<file path="config.mk">
export PLATFORM = sky130hd
export DESIGN_NAME = dcpu_alu_seq_flat
export DESIGN_NICKNAME = d
export VERILOG_FILES = /design/src/rtl/dcpu_alu_seq_if.sv /design/src/rtl/dcpu_alu_seq.sv /design/src/flat_wrapper.sv
export SDC_FILE = /design/constraint.sdc
export NUM_CORES = 1
export LEC_CHECK = 0
export ABC_AREA = 1
export BUFFER_PORTS_ARGS = -buffer_cell sky130_fd_sc_hd__buf_2
export CAP_MARGIN = 20
export CORE_ASPECT_RATIO = 1.25
export CORE_MARGIN = 1.5
export CORE_UTILIZATION = 30
export DETAILED_ROUTE_END_ITERATION = 10
export SYNTH_ARGS = -nofsm -noshare
export SYNTH_HDL_FRONTEND = slang
export SYNTH_SLANG_ARGS = --single-unit
</file>
<file path="constraint.sdc">
create_clock -name clk -period 8.8 [get_ports clk]
set_input_delay 0.88 -clock clk [delete_from_list [all_inputs] [get_ports clk]]
set_output_delay 0.88 -clock clk [all_outputs]
set_load 0.005 [all_outputs]
</file>
<file path="src/rtl/dcpu_alu_seq_if.sv">
// Handshake and result bus between operand decode and the DCPU ALU.
// master drives operations in and slave returns completions.
interface dcpu_alu_seq_if #(parameter int WIDTH = 16) ();
  logic             in_valid;
  logic             in_ready;
  logic [3:0]       opcode;
  logic [WIDTH-1:0] a;
  logic [WIDTH-1:0] b;
  logic             out_valid;
  logic [WIDTH-1:0] result;
  logic [WIDTH-1:0] overflow;
  logic             overflow_we;
  logic             cond;

  modport master (
    output in_valid, opcode, a, b,
    input  in_ready, out_valid, result, overflow, overflow_we, cond
  );

  modport slave (
    input  in_valid, opcode, a, b,
    output in_ready, out_valid, result, overflow, overflow_we, cond
  );
endinterface

</file>
<file path="src/rtl/dcpu_alu_seq.sv">
// Multi-cycle DCPU-16 ALU: single-cycle basic ops plus iterative shift-add MUL
// and restoring DIV/MOD behind a valid/ready handshake.
module dcpu_alu_seq #(
  parameter int WIDTH = 16
) (
  input  logic           clk,
  input  logic           rst,
  dcpu_alu_seq_if.slave  io
);
  localparam int W  = WIDTH;
  localparam int CW = $clog2(2*W) + 1;

  typedef enum logic [1:0] {S_IDLE, S_MUL, S_DIV, S_MOD} state_t;

  state_t         state;
  logic [CW-1:0]  cnt;
  logic [2*W-1:0] acc, mcand, dq;
  logic [W-1:0]   mplier, dvs, rem;

  // Single-cycle result set, also covers divide-by-zero and opcode 0.
  logic [W-1:0]   s_res, s_ovf;
  logic           s_we, s_cond;
  logic [2*W-1:0] t;

  always_comb begin
    s_res  = '0;
    s_ovf  = '0;
    s_we   = 1'b0;
    s_cond = 1'b0;
    t      = '0;
    case (io.opcode)
      4'h1: s_res = io.b;
      4'h2: begin
        t     = {{W{1'b0}}, io.a} + {{W{1'b0}}, io.b};
        s_res = t[W-1:0];
        s_ovf = t[2*W-1:W];
        s_we  = 1'b1;
      end
      4'h3: begin
        s_res = io.a - io.b;
        s_ovf = (io.a < io.b) ? {W{1'b1}} : '0;
        s_we  = 1'b1;
      end
      4'h5: s_we = 1'b1;
      4'h7: begin
        t     = {{W{1'b0}}, io.a} << io.b;
        s_res = t[W-1:0];
        s_ovf = t[2*W-1:W];
        s_we  = 1'b1;
      end
      4'h8: begin
        t     = {io.a, {W{1'b0}}} >> io.b;
        s_res = io.a >> io.b;
        s_ovf = t[W-1:0];
        s_we  = 1'b1;
      end
      4'h9: s_res = io.a & io.b;
      4'hA: s_res = io.a | io.b;
      4'hB: s_res = io.a ^ io.b;
      4'hC: begin s_res = io.a; s_cond = (io.a == io.b);       end
      4'hD: begin s_res = io.a; s_cond = (io.a != io.b);       end
      4'hE: begin s_res = io.a; s_cond = (io.a >  io.b);       end
      4'hF: begin s_res = io.a; s_cond = ((io.a & io.b) != '0); end
      default: ;
    endcase
  end

  // One iteration of shift-add multiply and restoring divide.
  logic [2*W-1:0] acc_n, dq_n;
  logic [W:0]     sh, diff;
  logic           ge;
  logic [W-1:0]   rem_n;

  always_comb begin
    acc_n = acc + (mplier[0] ? mcand : '0);
    sh    = {rem, dq[2*W-1]};
    diff  = sh - {1'b0, dvs};
    ge    = (sh >= {1'b0, dvs});
    rem_n = ge ? diff[W-1:0] : sh[W-1:0];
    dq_n  = {dq[2*W-2:0], ge};
  end

  always_ff @(posedge clk or posedge rst) begin
    if (rst) begin
      state          <= S_IDLE;
      cnt            <= '0;
      acc            <= '0;
      mcand          <= '0;
      mplier         <= '0;
      dq             <= '0;
      dvs            <= '0;
      rem            <= '0;
      io.in_ready    <= 1'b1;
      io.out_valid   <= 1'b0;
      io.result      <= '0;
      io.overflow    <= '0;
      io.overflow_we <= 1'b0;
      io.cond        <= 1'b0;
    end else begin
      io.out_valid <= 1'b0;
      case (state)
        S_IDLE: if (io.in_valid) begin
          cnt <= '0;
          if (io.opcode == 4'h4) begin
            state       <= S_MUL;
            io.in_ready <= 1'b0;
            acc         <= '0;
            mcand       <= {{W{1'b0}}, io.a};
            mplier      <= io.b;
          end else if ((io.opcode == 4'h5 || io.opcode == 4'h6) && io.b != '0) begin
            // DIV divides a<<W for 2W quotient bits; MOD stops after a's W bits.
            state       <= (io.opcode == 4'h5) ? S_DIV : S_MOD;
            io.in_ready <= 1'b0;
            dq          <= {io.a, {W{1'b0}}};
            rem         <= '0;
            dvs         <= io.b;
          end else begin
            io.out_valid   <= 1'b1;
            io.result      <= s_res;
            io.overflow    <= s_ovf;
            io.overflow_we <= s_we;
            io.cond        <= s_cond;
          end
        end
        S_MUL: begin
          acc    <= acc_n;
          mcand  <= mcand << 1;
          mplier <= mplier >> 1;
          cnt    <= cnt + 1'b1;
          if (cnt == CW'(W-1)) begin
            state          <= S_IDLE;
            io.in_ready    <= 1'b1;
            io.out_valid   <= 1'b1;
            io.result      <= acc_n[W-1:0];
            io.overflow    <= acc_n[2*W-1:W];
            io.overflow_we <= 1'b1;
            io.cond        <= 1'b0;
          end
        end
        S_DIV: begin
          dq  <= dq_n;
          rem <= rem_n;
          cnt <= cnt + 1'b1;
          if (cnt == CW'(2*W-1)) begin
            state          <= S_IDLE;
            io.in_ready    <= 1'b1;
            io.out_valid   <= 1'b1;
            io.result      <= dq_n[2*W-1:W];
            io.overflow    <= dq_n[W-1:0];
            io.overflow_we <= 1'b1;
            io.cond        <= 1'b0;
          end
        end
        S_MOD: begin
          dq  <= dq_n;
          rem <= rem_n;
          cnt <= cnt + 1'b1;
          if (cnt == CW'(W-1)) begin
            state          <= S_IDLE;
            io.in_ready    <= 1'b1;
            io.out_valid   <= 1'b1;
            io.result      <= rem_n;
            io.overflow    <= '0;
            io.overflow_we <= 1'b0;
            io.cond        <= 1'b0;
          end
        end
        default: state <= S_IDLE;
      endcase
    end
  end
endmodule

</file>
<file path="src/flat_wrapper.sv">
// flat-port wrapper written by rule: the top's interface ports become plain ports
module dcpu_alu_seq_flat 
#(
  parameter int WIDTH = 16
)
  (clk, rst, io_in_valid, io_opcode, io_a, io_b, io_in_ready, io_out_valid, io_result, io_overflow, io_overflow_we, io_cond);
  dcpu_alu_seq_if #(.WIDTH(WIDTH)) io_i ();
  input  logic clk;
  input  logic rst;
  input wire logic [$bits(io_i.in_valid)-1:0] io_in_valid;
  input wire logic [$bits(io_i.opcode)-1:0] io_opcode;
  input wire logic [$bits(io_i.a)-1:0] io_a;
  input wire logic [$bits(io_i.b)-1:0] io_b;
  output wire logic [$bits(io_i.in_ready)-1:0] io_in_ready;
  output wire logic [$bits(io_i.out_valid)-1:0] io_out_valid;
  output wire logic [$bits(io_i.result)-1:0] io_result;
  output wire logic [$bits(io_i.overflow)-1:0] io_overflow;
  output wire logic [$bits(io_i.overflow_we)-1:0] io_overflow_we;
  output wire logic [$bits(io_i.cond)-1:0] io_cond;
  assign io_i.in_valid = io_in_valid;
  assign io_i.opcode = io_opcode;
  assign io_i.a = io_a;
  assign io_i.b = io_b;
  assign io_in_ready = io_i.in_ready;
  assign io_out_valid = io_i.out_valid;
  assign io_result = io_i.result;
  assign io_overflow = io_i.overflow;
  assign io_overflow_we = io_i.overflow_we;
  assign io_cond = io_i.cond;
  dcpu_alu_seq #(.WIDTH(WIDTH)) u_core (.clk(clk), .rst(rst), .io(io_i));
endmodule
</file>
# After elaboration in Yosys (flattened, before gate mapping)
# Cells that the tools add are included.
# word_totals
reg_bits	188
latchBits	0
mem_bits_rw	0
mem_bits_ro	0
in_bits	39
out_inout_bits	36
elab_cells	148
n_memories	0
# op_classes
add_sub_neg	5
mul	0
div	0
order_cmp	3
n_eq_ne	32
n_shift	3
muxes	69
bitwise	4
reduce_logical	18
# ops
cell	count
$mux 16	19
$mux 32	8
$pmux 16 s4	3
$pmux 32 s2	3
$pmux 16 s9	1
$pmux 16 s2	2
$add 32x32->32	1
$eq 4x4->1 const B	8
$reduce_bool 16->1	2
$shl 16x16->32	1
$shr 32x16->16	1
$sub 16x16->16	2
$mux 1	20
$add 16x16->17	1
$ge 17x16->1	1
$and 16x16->16	1
$eq 16x16->1	1
$eq 4x3->1 const B	4
$gt 16x16->1	1
$lt 16x16->1	1
$ne 16x16->1	1
$or 16x16->16	1
$shr 16x16->16	1
$xor 16x16->16	1
29 further kinds	49

# Longest topological paths before layout
# logic_depth
depth_word	7
depth_mapped	20
depth_no_buf	19

# Worst setup path after synthesis
# OpenSTA, ideal clock, no wires.
# synth_timing
kind	in2reg
from	input io_b[1]
to	register u_core.io.result[7]
t_arrival_ps	3141
required_time_ps	8683
setup_slack_ps	5542
stages	17
path_buffers	2
cell_sequence	inv_2 buf_2 buf_1 ha_1 nand3_1 nand2_1 nand2_1 nand2_1 a21oi_1 o21ai_0 or2_2 nand3_1 o21ai_0 o21ai_0 nand2_1 nand2_1 nand2_1
# synth_via
elab_chain_len	6
# synth_rtl
item	line	rtl
start: declaration	flat_wrapper.sv:13	input wire logic [$bits(io_i.b)-1:0] io_b;
$sub 16x16->16 (tied with other cells)	dcpu_alu_seq.sv:40	s_res = io.a - io.b;
$pmux 16 s9	dcpu_alu_seq.sv:31	case (io.opcode)
$mux 16	dcpu_alu_seq.sv:110	end else if ((io.opcode == 4'h5 || io.opcode == 4'h6) && io.b != '0) begin
$mux 16	dcpu_alu_seq.sv:104	if (io.opcode == 4'h4) begin
$mux 16	dcpu_alu_seq.sv:102	S_IDLE: if (io.in_valid) begin
$pmux 16 s4	dcpu_alu_seq.sv:101	case (state)
end signal: assignment	dcpu_alu_seq.sv:119	io.result <= s_res;
end signal: assignment	dcpu_alu_seq.sv:134	io.result <= acc_n[W-1:0];
end signal: assignment	dcpu_alu_seq.sv:148	io.result <= dq_n[2*W-1:W];
end: declaration	dcpu_alu_seq_if.sv:22	output in_ready, out_valid, result, overflow, overflow_we, cond
# Several ways; a longest one is shown, not always the timed one. The select of a mux whose other input is x is not followed.
# A chain may end at the register's enable or synchronous reset.

# Worst setup path in the final report
# layout_timing
from	input io_b[5]
to	register u_core.io.overflow[12]
# layout_via
elab_chain_len	7
# layout_rtl
item	line	rtl
$lt 16x16->1	dcpu_alu_seq.sv:41	s_ovf = (io.a < io.b) ? {W{1'b1}} : '0;
$mux 16	dcpu_alu_seq.sv:41	
$pmux 16 s4	dcpu_alu_seq.sv:31	
$mux 16	dcpu_alu_seq.sv:110	
$mux 16	dcpu_alu_seq.sv:104	
$mux 16	dcpu_alu_seq.sv:102	
$pmux 16 s4	dcpu_alu_seq.sv:101	
end signal: assignment	dcpu_alu_seq.sv:120	io.overflow <= s_ovf;
end signal: assignment	dcpu_alu_seq.sv:135	io.overflow <= acc_n[2*W-1:W];
end signal: assignment	dcpu_alu_seq.sv:149	io.overflow <= dq_n[W-1:0];
end: declaration	dcpu_alu_seq_if.sv:22	
# Several ways; a longest one is shown, not always the timed one. The select of a mux whose other input is x is not followed.

==> qor.yml <==
clocking:
  numCtsBuffers: 17
  clock_path_buffers: 2
  clkLatencyLatePin_ns: 0.46
  cts_max_level: 4
  root_buffer: "clkbuf_16"
  path_clk_slew_ns: 0.08
  cts.sinks: 188
  cts_hold_buf: 0
  cts.repair.resized: 0
  postCtsSetupRepairBufs: 0
  cts_tree: "built"
yosys:
  synth_edf_count: 0
  synth_top_area_share_pct: 27.18
  synth_top_cell_by_area: "dfrtp_1"
  ys_async_sr_fraction_pct: 100.0
  yosysWarnings: 0
  ys_seq_area_share_pct: 27.33
  synthDistinctLibCells: 61
  synth_area_leaders: "dfrtp_1 (27%), nand2_1 (19%), ha_1 (7.4%)"
  syn-num-nets: 2843
  synth_top_flop_cell: "dfrtp_1"
  yosys_register_bits: 188
  avgSynthCellArea_um2: 6.382
  netlist_area_um2: 17220
  postSynthCellCount: 2698
floorplan:
  placementRows: 98
  die_h_um: 270.9
  core_area_um2: 57020
  dieArea_um2: 58850
  die_x_um: 217.3
  start_util_pct: 30.20
  io_pins: 75
setup_path:
  crit_arrival_ns: 4.25
  crit_fanout: 30
  cp.required_ns: 9.15
  cp-start-kind: "primary input"
  cp-end-kind: "register"
  ff2ff_setup_slack_ns: 5.10
  path_class: "in -> reg"
sta:
  tightest_slew_ns: 1.033
  setup_viol: 0
  final_max_slew_viol_count: 0
  fin_skew_ns: 0.01348
  period_needed_ns: 3.900
  rsz0062_at_grt: "false"
  slew_headroom_pct: 31.09
  max_freq_mhz: 256.4
  fin_ws_ns: 4.900
  min_period_over_period_pct: 44.32
  final_hold_viol_count: 0
  tns_ns: 0
route:
  wl_per_cell_um: 19.96
  drc: 0
  dr_wl_met3_um: 3652
  drt_pass1_iterations: 6
  drt-total-wl_um: 68780
  vias_per_cell: 5.391
  antenna_left: 0
  highest_layer: "met4"
  drt_iter0_drc: 1931
  met1Wirelength_um: 27930
  dr_wl_met2_um: 32460
  vias: 18579
place:
  dp_hpwl_um: 52590
  postPlaceCellArea_um2: 18100
  place.gp.congestion: 1.012
  port_buffers: 74
  pre_cts_ws_ns: 4.526
power_and_ir_drop:
  internal-power_uw: 2564
  p_sw_share_pct: 51.78
  pwr-share-seq_pct: 28.0
  p_sw_uw: 2753
  peakVddDrop_mv: 0.1365
  combPwrFrac_pct: 56.8
  power.total_uw: 5317
  power.density_nw_per_um2: 283.9
  pwr-share-clk_pct: 15.2
  leakagePower_uw: 0.009243
cells_and_area:
  drive_above_1_share_pct: 9.347
  finalInstanceArea_um2: 18730
  diodes: 0
  area_growth_pct: 8.763
  postLayoutCoreUtil_pct: 32.85
  layout.nets: 2828
worst_hold_path:
  hold_class: "reg -> reg"
flow_run:
  maxCapViolations: 0
grt:
  grt_pass1_vias: 17402
  grt_usage_pct: 23.17
  grt_pass1_wl_um: 104700
  antenna_found_initial: 0
  grt_start_max_net_pins: 113
  gr-total-overflow: 0
outcome:
  status: "finished, final reports clean"
[cell usage after synthesis, types with 39 or more instances]
| library cell | n |
|---|---|
| dfrtp_1 | 187 |
| clkbuf_1 | 61 |
| o21ai_0 | 217 |
| ha_1 | 102 |
| nand3_1 | 170 |
| nand2_2 | 39 |
| a21oi_1 | 150 |
| buf_2 | 48 |
| o22ai_1 | 55 |
| o21ai_1 | 57 |
| nor2_1 | 191 |
| inv_1 | 232 |
| nand4_1 | 43 |
| nand2_1 | 863 |
[final timing paths]
path,from,end,depth (start not counted)
max,io_b[5],u_core.io.overflow[12],15
min,u_core.io.result[4],u_core.io.result[4],2
max reg2reg,u_core.mplier[0],u_core.io.overflow[0],17
min reg2reg,u_core.io.result[4],u_core.io.result[4],2
max in group asynchronous,rst,u_core.io.in_ready,4
min in group asynchronous,rst,u_core.dvs[15],2
[layout make-up]
| type | instances | area, um2 |
|---|---|---|
| clock buffers | 17 | 425.4 |
| clock inverters | 15 | 178.9 |
| fillers | 6393 | 38290 |
| inverters | 258 | 975.9 |
| multi-input cells | 2118 | 10930 |
| flip-flops and latches | 188 | 4706 |
| well taps | 750 | 938.4 |
| repair buffers | 100 | 578.1 |
[worst max-delay path: stages]
cell and delay [ns]:
buf_2 0.20, inv_1 0.78, ha_1 0.49, o21ai_0 0.26
a21oi_1 0.11, o21ai_1 0.16, a21boi_2 0.12, o21ai_1 0.22
a21oi_2 0.09, nand2_1 0.49, nand3_1 0.17, nand2_1 0.09
nand2_1 0.05, nand2_1 0.05, nand2_1 0.05
[metrics by stage]
step,hold slack (ns),cells
6_report,0.4856,3446
5_1_grt,0.5141,3446
4_1_cts,0.4876,3445
3_5_place_dp,0.4660,3413
3_3_place_gp,0.4677,3413
2_1_floorplan,0.4495,2698
[metal layers]
layer / vias up / GRT usage (%)
li1: 8914 / -
met1: 8717 / 28.62
met2: 776 / 38.66
met3: 172 / 1.720
met4: 0 / 15.15
met5: - / 0
[power groups by stage]
stage	combinational (uW)	sequential [uW]	clock, uW
2_1_floorplan	2130	1400	0
3_3_place_gp	2970	1500	0
3_5_place_dp	2980	1500	0
4_1_cts	3000	1490	826
5_1_grt	3370	1520	851
6_report	3020	1490	810
[cells by family after synthesis]
kind of cell             count (synthesis)  share of synthesized area (%)
multiplexers                             1                        0.05813
AO/OA/AOI/OAI                          611                          20.08
AND/OR/NAND/NOR                       1386                          34.62
buffers and inverters                  392                          9.323
flip-flops                             188                          27.33
adder cells (fa/ha/maj)                106                          7.877
XOR/XNOR                                14                         0.7121
[cells in the final DEF (no fill, tap or decap), types with 8 or more instances in the layout]
cell / synthesis / final
o21ai_0: 217 / 217
o31ai_1: 8 / 8
nand4_1: 43 / 43
nor4_1: 10 / 10
buf_4: 10 / 25
nor3_1: 23 / 23
ha_1: 102 / 101
a31oi_1: 35 / 35
or2_2: 13 / 13
nor2_2: 7 / 9
a21oi_1: 150 / 150
inv_2: 22 / 22
a211oi_1: 10 / 10
inv_1: 232 / 231
nand3_1: 170 / 170
o22ai_1: 55 / 55
o21bai_1: 8 / 8
xnor2_1: 11 / 11
nor2_1: 191 / 189
nand3_4: 8 / 8
dfrtp_1: 187 / 187
buf_2: 48 / 74
o211ai_1: 22 / 22
o21ai_2: 8 / 8
o21ai_1: 57 / 57
clkbuf_16: 0 / 17
nand2_1: 863 / 862
a21o_1: 9 / 9
nand2_2: 39 / 40
o21a_1: 9 / 9
[flip-flops by register name (all words and copies together), names as in the netlist]
register	cells
u_core.io.result	16
u_core.mcand	32
u_core.acc	32
u_core.state	2
u_core.io.cond	1
u_core.dq	32
u_core.io.overflow_we	1
u_core.io.out_valid	1
u_core.dvs	16
u_core.io.overflow	16
u_core.io.in_ready	1
u_core.mplier	16
u_core.cnt	6
u_core.rem	16
(Power assumes the default switching activity.)
